===== src/rtl/stack_unit_if.sv =====
// Bundles the stack command/data bus; master drives commands, slave returns status and read data.
interface stack_unit_if #(
    parameter int WIDTH = 8,
    parameter int DEPTH = 16
);
    localparam int CW = $clog2(DEPTH) + 1;

    logic             push;
    logic             pop;
    logic             tos;
    logic             clr_err;
    logic [WIDTH-1:0] din;
    logic [WIDTH-1:0] dout;
    logic             dout_valid;
    logic [CW-1:0]    count;
    logic             empty;
    logic             full;
    logic             overflow;
    logic             underflow;

    modport master (
        output push, pop, tos, clr_err, din,
        input  dout, dout_valid, count, empty, full, overflow, underflow
    );

    modport slave (
        input  push, pop, tos, clr_err, din,
        output dout, dout_valid, count, empty, full, overflow, underflow
    );
endinterface


===== src/rtl/stack_unit.sv =====
// LIFO register stack with registered top-of-stack read (1-cycle latency) and sticky error flags.
// No backpressure: pushes when full and pops/reads when empty are dropped and flagged instead.
module stack_unit #(
    parameter int WIDTH = 8,
    parameter int DEPTH = 16
) (
    input  logic         clk,
    input  logic         rst,
    stack_unit_if.slave  bus
);
    localparam int AW = $clog2(DEPTH);
    localparam int CW = AW + 1;

    logic [WIDTH-1:0] mem [DEPTH];
    logic [CW-1:0]    count;
    logic [CW-1:0]    cnt_nxt;
    logic [AW-1:0]    top_idx;
    logic [AW-1:0]    mem_addr;
    logic             mem_we;
    logic             empty;
    logic             full;
    logic             ovf_set;
    logic             unf_set;
    logic [WIDTH-1:0] dout;
    logic             dout_valid;
    logic             overflow;
    logic             underflow;

    assign empty = (count == '0);
    assign full  = (count == CW'(DEPTH));

    // Push+pop on a non-empty stack replaces the top in place; on an empty stack it is a plain push.
    always_comb begin
        top_idx  = AW'(count - CW'(1));
        mem_we   = 1'b0;
        mem_addr = count[AW-1:0];
        cnt_nxt  = count;
        ovf_set  = 1'b0;
        unf_set  = 1'b0;
        if (bus.push && bus.pop && !empty) begin
            mem_we   = 1'b1;
            mem_addr = top_idx;
        end else if (bus.push) begin
            if (!full) begin
                mem_we  = 1'b1;
                cnt_nxt = count + CW'(1);
            end else begin
                ovf_set = 1'b1;
            end
        end else if (bus.pop) begin
            if (!empty) cnt_nxt = count - CW'(1);
            else        unf_set = 1'b1;
        end
        if (bus.tos && empty) unf_set = 1'b1;
    end

    // Storage is not reset; entries at or above count are never observed.
    always_ff @(posedge clk) begin
        if (rst && mem_we) mem[mem_addr] <= bus.din;
    end

    always_ff @(posedge clk or negedge rst) begin
        if (!rst) begin
            count      <= '0;
            dout       <= '0;
            dout_valid <= 1'b0;
            overflow   <= 1'b0;
            underflow  <= 1'b0;
        end else begin
            count      <= cnt_nxt;
            dout_valid <= bus.tos;
            if (bus.tos) dout <= empty ? '0 : mem[top_idx];
            overflow   <= ovf_set | (overflow  & ~bus.clr_err);
            underflow  <= unf_set | (underflow & ~bus.clr_err);
        end
    end

    assign bus.dout       = dout;
    assign bus.dout_valid = dout_valid;
    assign bus.count      = count;
    assign bus.empty      = empty;
    assign bus.full       = full;
    assign bus.overflow   = overflow;
    assign bus.underflow  = underflow;
endmodule

===== src/flat_wrapper.sv =====
// flat-port wrapper written by rule: the top's interface ports become plain ports
module stack_unit_flat 
#(
    parameter int WIDTH = 8,
    parameter int DEPTH = 16
)
  (clk, rst, bus_push, bus_pop, bus_tos, bus_clr_err, bus_din, bus_dout, bus_dout_valid, bus_count, bus_empty, bus_full, bus_overflow, bus_underflow);
  stack_unit_if #(.WIDTH(WIDTH), .DEPTH(DEPTH)) bus_i ();
  input  logic clk;
  input  logic rst;
  input wire logic [$bits(bus_i.push)-1:0] bus_push;
  input wire logic [$bits(bus_i.pop)-1:0] bus_pop;
  input wire logic [$bits(bus_i.tos)-1:0] bus_tos;
  input wire logic [$bits(bus_i.clr_err)-1:0] bus_clr_err;
  input wire logic [$bits(bus_i.din)-1:0] bus_din;
  output wire logic [$bits(bus_i.dout)-1:0] bus_dout;
  output wire logic [$bits(bus_i.dout_valid)-1:0] bus_dout_valid;
  output wire logic [$bits(bus_i.count)-1:0] bus_count;
  output wire logic [$bits(bus_i.empty)-1:0] bus_empty;
  output wire logic [$bits(bus_i.full)-1:0] bus_full;
  output wire logic [$bits(bus_i.overflow)-1:0] bus_overflow;
  output wire logic [$bits(bus_i.underflow)-1:0] bus_underflow;
  assign bus_i.push = bus_push;
  assign bus_i.pop = bus_pop;
  assign bus_i.tos = bus_tos;
  assign bus_i.clr_err = bus_clr_err;
  assign bus_i.din = bus_din;
  assign bus_dout = bus_i.dout;
  assign bus_dout_valid = bus_i.dout_valid;
  assign bus_count = bus_i.count;
  assign bus_empty = bus_i.empty;
  assign bus_full = bus_i.full;
  assign bus_overflow = bus_i.overflow;
  assign bus_underflow = bus_i.underflow;
  stack_unit #(.WIDTH(WIDTH), .DEPTH(DEPTH)) u_core (.clk(clk), .rst(rst), .bus(bus_i));
endmodule

===== config.mk =====
export PLATFORM = sky130hd
export DESIGN_NAME = stack_unit_flat
export DESIGN_NICKNAME = d
export VERILOG_FILES = /design/src/rtl/stack_unit_if.sv /design/src/rtl/stack_unit.sv /design/src/flat_wrapper.sv
export SDC_FILE = /design/constraint.sdc
export NUM_CORES = 1
export LEC_CHECK = 0
export ABC_CLOCK_PERIOD_IN_PS = 4600
export BUFFER_PORTS_ARGS = -buffer_cell sky130_fd_sc_hd__buf_2
export CORE_MARGIN = 10
export CORE_UTILIZATION = 50
export CTS_CLUSTER_SIZE = 40
export DETAILED_ROUTE_END_ITERATION = 8
export PLACE_DENSITY_LB_ADDON = 0.05
export SYNTH_ARGS = -nofsm -noshare
export SYNTH_HDL_FRONTEND = slang
export SYNTH_SLANG_ARGS = --single-unit

===== constraint.sdc =====
create_clock -name clk -period 4.6 [get_ports clk]
set_input_delay 0.23 -clock clk [delete_from_list [all_inputs] [get_ports clk]]
set_output_delay 0.23 -clock clk [all_outputs]
set_load 0.02 [all_outputs]

After elaboration in Yosys (flattened, before gate mapping)
Memory sizes are Yosys's and may differ from the RTL's.
Cells that the tools add are included.
{"block": "word_totals", "ff_bits": 16, "latch_bits": 0, "ram_bits": 128, "romBits": 0, "elab_cells": 44, "mem_count": 1}
{"block": "classes", "n_addsub": 2, "multipliers": 0, "div_mod_pow": 0, "n_lt_le_gt_ge": 0, "eq_ne": 3, "n_shift": 0, "muxes": 19, "bitwise_logic": 6, "reduce_logical": 8}
{"memory": "u_core.mem", "depth": 16, "width": 8, "read_ports": 1, "rd_clocked_by_memory_dff": 0, "write_ports": 1, "line_no": "stack_unit.sv:14", "source": "logic [WIDTH-1:0] mem [DEPTH];"}
{"operator": "$mux 5", "n": 4}
{"operator": "$mux 1", "n": 13}
{"operator": "$mux 8", "n": 1}
{"operator": "$add 5x1->5 const B", "n": 1}
{"operator": "$eq 5x5->1 const B", "n": 1}
{"operator": "$logic_not 5->1", "n": 1}
{"operator": "$sub 5x1->5 const B", "n": 1}
{"operator": "$logic_and 1x1->1", "n": 4}
{"operator": "$mux 4", "n": 1}
{"operator": "$ne 2x2->1 const B", "n": 2}
{"operator": "$reduce_and 4->1", "n": 1}
{"operator": "$and 1x1->1", "n": 2}
{"operator": "$not 1->1", "n": 2}
{"operator": "$or 1x1->1", "n": 2}
{"operator": "$reduce_bool 2->1", "n": 1}
{"operator": "$logic_not 1->1", "n": 1}

Logic depth before layout (Yosys ltp)
Gate-level depths: netlist of the first run.
{"block": "logic_depth", "depth_word": 7, "mapped_depth": 11, "ltp_nobuf": 7}

Least setup slack after synthesis of the first run
Ideal clock, no wire load.
{"block": "synth_timing", "path_kind": "reg2reg", "start": "register u_core.count[0], in the netlist u_core.bus.count[0]", "end": "memory u_core.mem[1][0] (enable)", "setup_ns": 0.370, "arrival_time_ns": 2.917, "required_time_ns": 4.230, "path_slack_ns": 1.312, "path_stages_with_launch": 12, "path_buffers": 5, "period_less_slack_ns": 3.288, "path_cell_list": "dfrtp_1 buf_6 buf_4 buf_2 inv_1 ha_1 clkbuf_1 clkbuf_1 nand2b_1 nor4_1 o211ai_1 nor2_1"}
{"block": "synth_via", "elab_chain_cells": 7, "elab_cells_between_ends": 12}
{"item": "start: declaration", "line_no": "stack_unit.sv:15", "source": "logic [CW-1:0] count;"}
{"item": "start signal: assignment", "line_no": "stack_unit.sv:70", "source": "count <= cnt_nxt;"}
{"item": "$eq 5x5->1 / $logic_not 5->1 (equally long branches)", "line_no": "stack_unit.sv:30, stack_unit.sv:29"}
{"item": "$mux 1 / $logic_not 1->1 (equally long branches)", "line_no": "stack_unit.sv:44, stack_unit.sv:40"}
{"item": "$mux 1 / $logic_and 1x1->1 (equally long branches)", "line_no": "stack_unit.sv:43, stack_unit.sv:40"}
{"item": "$mux 1", "line_no": "stack_unit.sv:40", "source": "if (bus.push && bus.pop && !empty) begin"}
{"item": "$logic_and 1x1->1", "line_no": "stack_unit.sv:59", "source": "if (rst && mem_we) mem[mem_addr] <= bus.din;"}
{"item": "$mux 1", "line_no": "stack_unit.sv:59"}
{"item": "$mux 1 (not written as such)", "line_no": "stack_unit.sv:59"}
{"item": "end: declaration", "line_no": "stack_unit.sv:14"}
Parallel ways exist; a longest one is shown, timed or not.

Worst setup path in the final report of the first run
{"block": "layout_timing", "start": "register u_core.count[1], in the netlist u_core.bus.count[1]", "end": "memory u_core.mem[12][2] (enable)"}
Same word-level chain as after synthesis.

==> results.sh, run 1 <==
export IMPL_dr_pass1_iters=5
export IMPL_cp_end_kind="register"
export IMPL_max_vdd_ir_drop_uv=331.8
export IMPL_path_max_fanout=23
export IMPL_finalMaxSlewViolations=0
export IMPL_avgSynthCellArea_um2=18.90
export IMPL_wl_um=12730
export IMPL_drive_above_1_share_pct=27.82
export IMPL_ys_ff_latch=144
export IMPL_setup_viol=0
export IMPL_crit_type="reg2reg"
export IMPL_cts_sinks=144
export IMPL_period_minus_slack_ns=3.267
export IMPL_clock_skew_final_ns=0.01138
export IMPL_place_hpwl_um=8258
export IMPL_cap_violations=0
export IMPL_drc=0
export IMPL_port_buffers=31
export IMPL_die_y_um=129.3
export IMPL_gp_congestion=0.8642
export IMPL_cts_tree="built"
export IMPL_ys_warnings_count=0
export IMPL_clk_pin_slew_ns=0.06
export IMPL_vias=3038
export IMPL_rows=39
export IMPL_synthFlopType="edfxtp_1"
export IMPL_async_reset_ff_share_pct=11.11
export IMPL_io_pin_count=32
export IMPL_crit_chain="inv_1 -> ha_1 -> nand2_1 -> nor4_1 -> o211ai_1 -> nor2_1"
export IMPL_min_path_type="in2reg"
export IMPL_cts_root_buf="clkbuf_16"
export IMPL_grt_max_degree=44
export IMPL_maxSlewHeadroom_pct=20.79
export IMPL_clock_latency_ns=0.42
export IMPL_leakage_uw=0.002299
export IMPL_critPathSlowestCell="ha_1"
export IMPL_yosys_cell_count_top_type="edfxtp_1"
export IMPL_crit_buf_inv=1
export IMPL_synth_area_leaders="edfxtp_1, mux4_2, dfrtp_1"
export IMPL_drt_iter0_drc=364
export IMPL_tightest_slew_ns=1.187
export IMPL_cts_buffers=17
export IMPL_grt_total_usage_pct=16.35
export IMPL_synth_area_um2=5973
export IMPL_layout_nets=368
export IMPL_synth_cell_types=47
export IMPL_htreeDepth=4
export IMPL_final_hold_viol_count=0
export IMPL_cellPowerDensity_nw_per_um2=679.1
export IMPL_ant_nets=0
export IMPL_grt_ovfl_total=0
export IMPL_die_area_um2=16720
export IMPL_synth_top_area_share_pct=64.35
export IMPL_via_per_inst=6.004
export IMPL_clk_path_buf_depth=2
export IMPL_required_ns=4.64
export IMPL_rsz0062_at_grt="false"
export IMPL_antenna_found_initial=0
export IMPL_n_antenna_cell=0
export IMPL_ctsResizeCount=0
export IMPL_outcome="complete, no violations"
export IMPL_startpoint_type="register"
export IMPL_place_ws_ns=1.312
export IMPL_wl_per_cell_um=25.16
export IMPL_fp_dieW_um=129.3
export IMPL_post_cts_buffers=0
export IMPL_worstPathArrival_ns=3.31
export IMPL_slowest_delay_ns=0.99
export IMPL_core_um2=11560
export IMPL_yosysSeqAreaShare_pct=71.05
export IMPL_timing_fmax_mhz=306.1
export IMPL_synthTopCellsByCount="edfxtp_1, mux4_2, nor2_1, dfrtp_1, nand2_1"
export IMPL_period_share_pct=71.02
export IMPL_initial_utilization_pct=51.65
export IMPL_setup_ws_ns=1.333
export IMPL_post_synth_top_area_cell="edfxtp_1"
export IMPL_syn_num_nets=333
export IMPL_grt_pass1_wl_um=19710
export IMPL_synth_cells=316
export IMPL_finalSetupTns_ns=0
export IMPL_synth_edf_count=128
export IMPL_path_delay_family="simple AND/OR/NAND/NOR gates"
export IMPL_area_growth_pct=12.90
export IMPL_grt_pass1_vias=3152
[final timing paths]
kind                                                  from                              end  slack, ns  cells past startpoint
max reg2reg                u_core.bus.count[1]$_DFFE_PN0P_      u_core.mem[12][2]$_DFFE_PP_       1.33                      6
max in group asynchronous                              rst  u_core.bus.count[0]$_DFFE_PN0P_       4.02                      2
min                                                bus_tos  u_core.bus.dout_valid$_DFF_PN0_       0.07                      1
min reg2reg                  u_core.bus.overflow$_DFF_PN0_    u_core.bus.overflow$_DFF_PN0_       0.49                      1
min in group asynchronous                              rst   u_core.bus.dout[1]$_DFFE_PN0P_       0.27                      2
max                        u_core.bus.count[1]$_DFFE_PN0P_      u_core.mem[12][2]$_DFFE_PP_       1.33                      6
[sequential cells by signal (all words and copies together), names as in the netlist]
| register | flops |
|---|---|
| u_core.bus.overflow | 1 |
| u_core.bus.underflow | 1 |
| u_core.mem | 128 |
| u_core.bus.dout | 8 |
| u_core.bus.dout_valid | 1 |
| u_core.bus.count | 5 |
[power by group]
group	internal, µW	total, µW	switching (µW)
registers	1560	1650	90.0
clock network	731	1230	501
logic	735	1700	962
total	3030	4580	1550
[worst register-to-register path, stage by stage (launching register included)]
cell,delay [ns]
dfrtp_1,0.48
inv_1,0.15
ha_1,0.99
nand2_1,0.12
nor4_1,0.29
o211ai_1,0.20
nor2_1,0.66
[per-stage QoR]
step | area (µm²) | total power (µW) | instances | utilization [%] | hold WS, ns
after floorplan | 5973 | 2921 | 316 | - | -0.06559
after global placement | 6208 | 3387 | 474 | 53.68 | 0.1841
after detailed placement | 6208 | 3394 | 474 | 53.68 | 0.1871
after CTS | 6744 | 4632 | 506 | 58.31 | 0.05107
after global routing | 6744 | 4807 | 506 | 58.31 | 0.06610
final | 6744 | 4580 | 506 | 58.31 | 0.06840
[cell type report]
type | instances | area [µm²]
clock buffers | 19 | 432.9
repair buffers | 34 | 180.2
fillers | 843 | 4821
well taps | 143 | 178.9
inverters | 6 | 22.52
multi-input cells | 148 | 1592
clock inverters | 12 | 92.59
flip-flops and latches | 144 | 4245
[cell families after synthesis]
family,count (synthesis),share of synthesized area [%]
AOI/OAI and AO/OA,37,5.049
xor gates and xnor gates,8,1.299
adders and majority gates,3,0.6285
buffers and inverters,24,2.430
DFF,144,71.05
muxes,47,15.19
and+or+nand+nor,53,4.357
[repair_timing]
action	in CTS	in global routing
endpoints found under the hold margin	16	0
setup endpoints to repair	0	0
hold buffers	1	0
[cell usage in the layout (no fill, tap or decap), types with 4 or more instances in the layout]
master / count
dfrtp_1: 15
mux4_1: 4
buf_2: 31
mux4_2: 29
mux2i_1: 7
nand2_1: 9
a221oi_1: 7
o211ai_1: 8
inv_1: 6
clkinv_1: 4
a21oi_1: 4
a311oi_1: 4
xnor2_1: 5
mux2_2: 7
clkbuf_16: 17
edfxtp_1: 128
nor2_1: 27
[routing by layer]
| metal | GRT usage [%] | wire length, µm |
|---|---|---|
| met1 | 23.27 | 5901 |
| met2 | 22.98 | 5773 |
| met3 | 5.791 | 1000 |
| met4 | 5.217 | 55 |
| met5 | 0 | 0 |
(Power assumes the default switching activity.)
==> run 2, diff against run 1 <==
- ABC_CLOCK_PERIOD_IN_PS: 4600 -> 3100
- clock period: 4.6 -> 3.1 ns (I/O delays scaled with it)
==> run 2 against run 1 <==
  * Critical path depth is the same
  * First-iteration DRC count shrank 33%
  * Critical path type unchanged
  * Non-clock buffer count grew 25
  * Highest routed layer unchanged
  * Clock skew grew 0.0014 ns
  * Power grew 60%
  * Largest cell class unchanged
  * Combinational power grew 63%
  * Global-route usage shrank 0.22 points
  * Critical endpoint is now u_core.mem[15][2]$_DFFE_PP_
  * Maximum frequency grew 15%
  * Die area is the same
  * Sequential share of layout area shrank 2.9 points
==> results.sh, run 2 (synthesis gave the netlist of run 1 again) <==
export IMPL_cap_violations=0
export IMPL_setup_viol=0
export IMPL_clk_pin_slew_ns=0.06
export IMPL_n_antenna_cell=0
export IMPL_grt_pass1_wl_um=19460
export IMPL_ant_nets=0
export IMPL_grt_max_degree=43
export IMPL_post_dp_cell_area_um2=6396
export IMPL_rows=39
export IMPL_period_share_pct=91.30
export IMPL_cts_tree="built"
export IMPL_ctsResizeCount=0
export IMPL_grt_total_usage_pct=16.13
export IMPL_tightest_slew_ns=0.7561
export IMPL_final_cell_mix="edfxtp_1, buf_2, mux4_2"
export IMPL_outcome="complete, no violations"
export IMPL_area_growth_pct=18.31
export IMPL_timing_fmax_mhz=353.3
export IMPL_htreeDepth=4
export IMPL_largest_reg_flops=128
export IMPL_grt_ovfl_total=0
export IMPL_core_um2=11560
export IMPL_place_ws_ns=0.3024
export IMPL_cts_buffers=17
export IMPL_initial_utilization_pct=51.65
export IMPL_cellPowerDensity_nw_per_um2=1039
export IMPL_place_inst=497
export IMPL_fin_area_um2=7067
export IMPL_period_minus_slack_ns=2.830
export IMPL_layout_nets=393
export IMPL_maxSlewHeadroom_pct=49.60
export IMPL_min_path_type="in2reg"
export IMPL_crit_type="reg2reg"
export IMPL_final_hold_viol_count=0
export IMPL_cts_sinks=144
export IMPL_instances_no_fill=532
export IMPL_io_pin_count=32
export IMPL_leakage_uw=0.002481
export IMPL_wl_per_cell_um=23.95
export IMPL_drive_above_1_share_pct=34.70
export IMPL_top_regs="u_core.mem (128), u_core.bus.dout (8), u_core.bus.count (5)"
export IMPL_fp_dieW_um=129.3
export IMPL_required_ns=3.14
export IMPL_antenna_found_initial=0
export IMPL_drt_iter0_drc=244
export IMPL_rsz0062_at_grt="false"
export IMPL_cp_end_kind="register"
export IMPL_worstPathArrival_ns=2.87
export IMPL_gp_congestion=0.8346
export IMPL_whs_ns=0.1259
export IMPL_top_register="u_core.mem"
export IMPL_place_hpwl_um=8323
export IMPL_clk_path_buf_depth=2
export IMPL_dr_pass1_iters=4
export IMPL_setup_ws_ns=0.2696
export IMPL_finalSetupTns_ns=0
export IMPL_die_area_um2=16720
export IMPL_finalMaxSlewViolations=0
export IMPL_path_max_fanout=12
export IMPL_max_vdd_ir_drop_uv=391.4
export IMPL_grt_pass1_vias=3318
export IMPL_wl_um=12740
export IMPL_post_cts_buffers=0
export IMPL_vias=3161
export IMPL_drc=0
export IMPL_clock_skew_final_ns=0.01280
export IMPL_port_buffers=31
export IMPL_n_fill_cell=860
export IMPL_cts_root_buf="clkbuf_16"
export IMPL_die_y_um=129.3
export IMPL_final_common_cell="edfxtp_1"
export IMPL_clock_latency_ns=0.42
export IMPL_startpoint_type="register"
export IMPL_via_per_inst=5.942
==> run 2: through the flow <==
step	util, %	total power (µW)
6_report	61.11	7343
5_1_grt	61.11	7706
4_1_cts	61.11	7429
3_5_place_dp	55.31	5218
3_3_place_gp	55.31	5210
2_1_floorplan	-	4348
==> run 2: final cells by class <==
type                    count  area, µm²  share of cell area [%]
multi-input cells         148       1607                   22.73
flip-flops and latches    144       4245                   60.07
well taps                 143      178.9                   2.532
clock inverters            14      211.5                   2.992
repair buffers             59      372.9                   5.276
inverters                   6      22.52                  0.3187
clock buffers              18      429.2                   6.073
==> run 2: critical path: stages (launching register included) <==
cell and delay (ns):
dfrtp_1 0.38, inv_1 0.15, ha_1 0.20, or4b_4 0.55
a311oi_1 0.40, o211ai_1 0.18, nor2_1 0.59
==> run 2: path summary, 6_finish.rpt <==
path | start | to | slack [ns] | cells past startpoint
worst max-delay path | u_core.bus.count[1]$_DFFE_PN0P_ | u_core.mem[15][2]$_DFFE_PP_ | 0.27 | 6
worst min-delay path | bus_din[6] | u_core.mem[8][6]$_DFFE_PP_ | 0.13 | 1
worst max register to register | u_core.bus.count[1]$_DFFE_PN0P_ | u_core.mem[15][2]$_DFFE_PP_ | 0.27 | 6
worst min register to register | u_core.bus.underflow$_DFF_PN0_ | u_core.bus.underflow$_DFF_PN0_ | 0.48 | 1
max in group asynchronous | rst | u_core.bus.count[0]$_DFFE_PN0P_ | 2.58 | 2
min in group asynchronous | rst | u_core.bus.count[4]$_DFFE_PN0P_ | 0.20 | 2
==> run 2: report_power, final <==
| part | switching [µW] | leakage (µW) | internal, µW |
|---|---|---|---|
| Combinational | 1540 | 0.000828 | 1230 |
| Clock | 762 | 0.000312 | 1430 |
| Sequential | 72.7 | 0.00134 | 2310 |
==> run 2: what timing repair did <==
item / CTS / global route
hold buffers: 3 / 0
endpoints found under the hold margin: 18 / 0
setup endpoints to repair: 0 / 0
==> run 2: metal layers <==
layer  global-route usage, %  routed length [µm]  up-vias  share of wire [%]
met5                       0                   0        -                  0
met3                   3.956                 767       13                6.0
li1                        -                   -     1413                  -
met4                   7.759                 233        0                1.8
met2                   23.13                5779      102                 45
met1                   22.69                5959     1633                 47
==> run 3, diff against run 2 <==
- CORE_MARGIN: 10 -> 5
- REMOVE_ABC_BUFFERS: default -> 1
==> run 3 against run 2 <==
  * Sequential power grew 2%
  * Non-clock buffer count shrank 1
  * Core utilization shrank 1.7 points
  * Largest cell class unchanged
  * Largest power group unchanged
==> results.sh, run 3 (synthesis gave the netlist of run 1 again) <==
export IMPL_n_fill_cell=900
export IMPL_top_regs="u_core.mem (128), u_core.bus.dout (8), u_core.bus.count (5)"
export IMPL_grt_max_degree=22
export IMPL_core_um2=11860
export IMPL_clock_latency_ns=0.42
export IMPL_path_max_fanout=20
export IMPL_die_area_um2=14230
export IMPL_wl_per_cell_um=23.82
export IMPL_fp_dieW_um=119.3
export IMPL_required_ns=3.24
export IMPL_rows=40
export IMPL_worstPathArrival_ns=2.91
export IMPL_cellPowerDensity_nw_per_um2=1033
export IMPL_drc=0
export IMPL_crit_type="reg2reg"
export IMPL_max_vdd_ir_drop_uv=547.0
export IMPL_drive_above_1_share_pct=33.33
export IMPL_crit_chain="inv_1 -> ha_1 -> or4b_4 -> inv_1 -> nor4_1 -> o211ai_1 -> nor2_1 -> buf_4"
export IMPL_tightest_slew_ns=0.7381
export IMPL_layout_nets=392
export IMPL_setup_viol=0
export IMPL_final_cell_mix="edfxtp_1, buf_2, mux4_2"
export IMPL_antenna_found_initial=0
export IMPL_vias=3176
export IMPL_n_antenna_cell=0
export IMPL_gp_congestion=0.8792
export IMPL_io_pin_count=32
export IMPL_area_growth_pct=18.04
export IMPL_largest_reg_flops=128
export IMPL_grt_pass1_vias=3162
export IMPL_period_minus_slack_ns=2.770
export IMPL_rsz0062_at_grt="false"
export IMPL_port_buffers=31
export IMPL_clk_path_buf_depth=2
export IMPL_cp_end_kind="register"
export IMPL_leakage_uw=0.002479
export IMPL_dr_pass1_iters=4
export IMPL_die_y_um=119.3
export IMPL_initial_utilization_pct=50.36
export IMPL_final_hold_viol_count=0
export IMPL_htreeDepth=4
export IMPL_startpoint_type="register"
export IMPL_top_register="u_core.mem"
export IMPL_cts_sinks=144
export IMPL_power_uw=7282
export IMPL_wl_um=12720
export IMPL_r2r_slack_ns=0.33
export IMPL_slowest_delay_ns=0.49
export IMPL_via_per_inst=5.948
export IMPL_postCtsHoldBufs=3
export IMPL_ant_nets=0
export IMPL_instances_no_fill=534
export IMPL_cts_root_buf="clkbuf_16"
export IMPL_drt_iter0_drc=261
export IMPL_grt_ovfl_total=0
export IMPL_grt_total_usage_pct=19.13
export IMPL_cts_tree="built"
export IMPL_ctsResizeCount=0
export IMPL_critPathSlowestCell="dfrtp_1"
export IMPL_outcome="complete, no violations"
export IMPL_cts_buffers=17
export IMPL_period_share_pct=89.36
export IMPL_finalMaxSlewViolations=0
export IMPL_place_hpwl_um=8473
export IMPL_cap_violations=0
export IMPL_place_inst=500
export IMPL_cpMostUsedCell="inv_1"
export IMPL_timing_fmax_mhz=361.0
export IMPL_grt_pass1_wl_um=19550
export IMPL_clock_skew_final_ns=0.005767
export IMPL_post_cts_buffers=0
export IMPL_clk_pin_slew_ns=0.06
export IMPL_final_common_cell="edfxtp_1"
export IMPL_min_path_type="in2reg"
export IMPL_maxSlewHeadroom_pct=50.75
==> run 3: changes by cell type in the layout (fill, tap and decap cells not counted), moves of 2 or more <==
cell | previous run | this run
inv_6 | 2 | 6
clkinv_2 | 3 | 1
nor2_2 | 6 | 0
clkinv_4 | 2 | 0
nor2_1 | 21 | 27
buf_4 | 25 | 23
==> run 3: metal layers <==
metal | up-vias | GRT usage [%] | part of all wire (%)
li1 | 1410 | - | -
met1 | 1642 | 28.26 | 47
met2 | 106 | 27.02 | 45
met3 | 18 | 5.698 | 5.7
met4 | 0 | 6.943 | 1.9
met5 | - | 0 | 0
==> run 3: worst max-delay path, delay by kind of cell, from the launching register on <==
family                     cells  cell delay (ns)
and+or+nand+nor                3             1.03
buffers and inverters          3             0.48
adders and majority gates      1             0.23
AOI/OAI and AO/OA              1             0.25
DFF                            1             0.49
==> run 3: path summary, 6_finish.rpt <==
check	from	endpoint	cells past startpoint
max reg2reg	u_core.bus.count[1]$_DFFE_PN0P_	u_core.mem[2][6]$_DFFE_PP_	8
max in group asynchronous	rst	u_core.bus.count[0]$_DFFE_PN0P_	2
min in group asynchronous	rst	u_core.bus.count[4]$_DFFE_PN0P_	2
min	bus_din[1]	u_core.mem[8][1]$_DFFE_PP_	1
max	u_core.bus.count[1]$_DFFE_PN0P_	u_core.mem[2][6]$_DFFE_PP_	8
min reg2reg	u_core.bus.overflow$_DFF_PN0_	u_core.bus.overflow$_DFF_PN0_	1
==> run 3: cell type report <==
type	count	area, µm²	area share [%]
clock inverter	14	203.9	2.893
multi-input combinational	148	1592	22.57
inverter	6	22.52	0.3194
sequential	144	4245	60.21
tap	147	183.9	2.609
timing repair buffer	58	377.9	5.359
clock buffer	17	425.4	6.034
==> run 3: power breakdown <==
group          total, µW  internal (µW)  switching (µW)
registers           2440           2310             125
clock network       2170           1360             814
logic               2670           1190            1480
==> run 3: stage by stage <==
step | TNS (ns) | utilization [%] | instance area (µm²) | worst slack, ns | hold slack [ns]
finish | 0 | 59.44 | 7051 | 0.3297 | 0.1381
global route | 0 | 59.44 | 7051 | 0.1161 | 0.1392
CTS | 0 | 59.44 | 7051 | 0.3631 | 0.1202
detailed placement | 0 | 53.88 | 6391 | 0.4016 | 0.09895
global placement | 0 | 53.88 | 6391 | 0.4673 | 0.09766
floorplan | -146.00 | - | 5851 | -1.190 | -0.1406
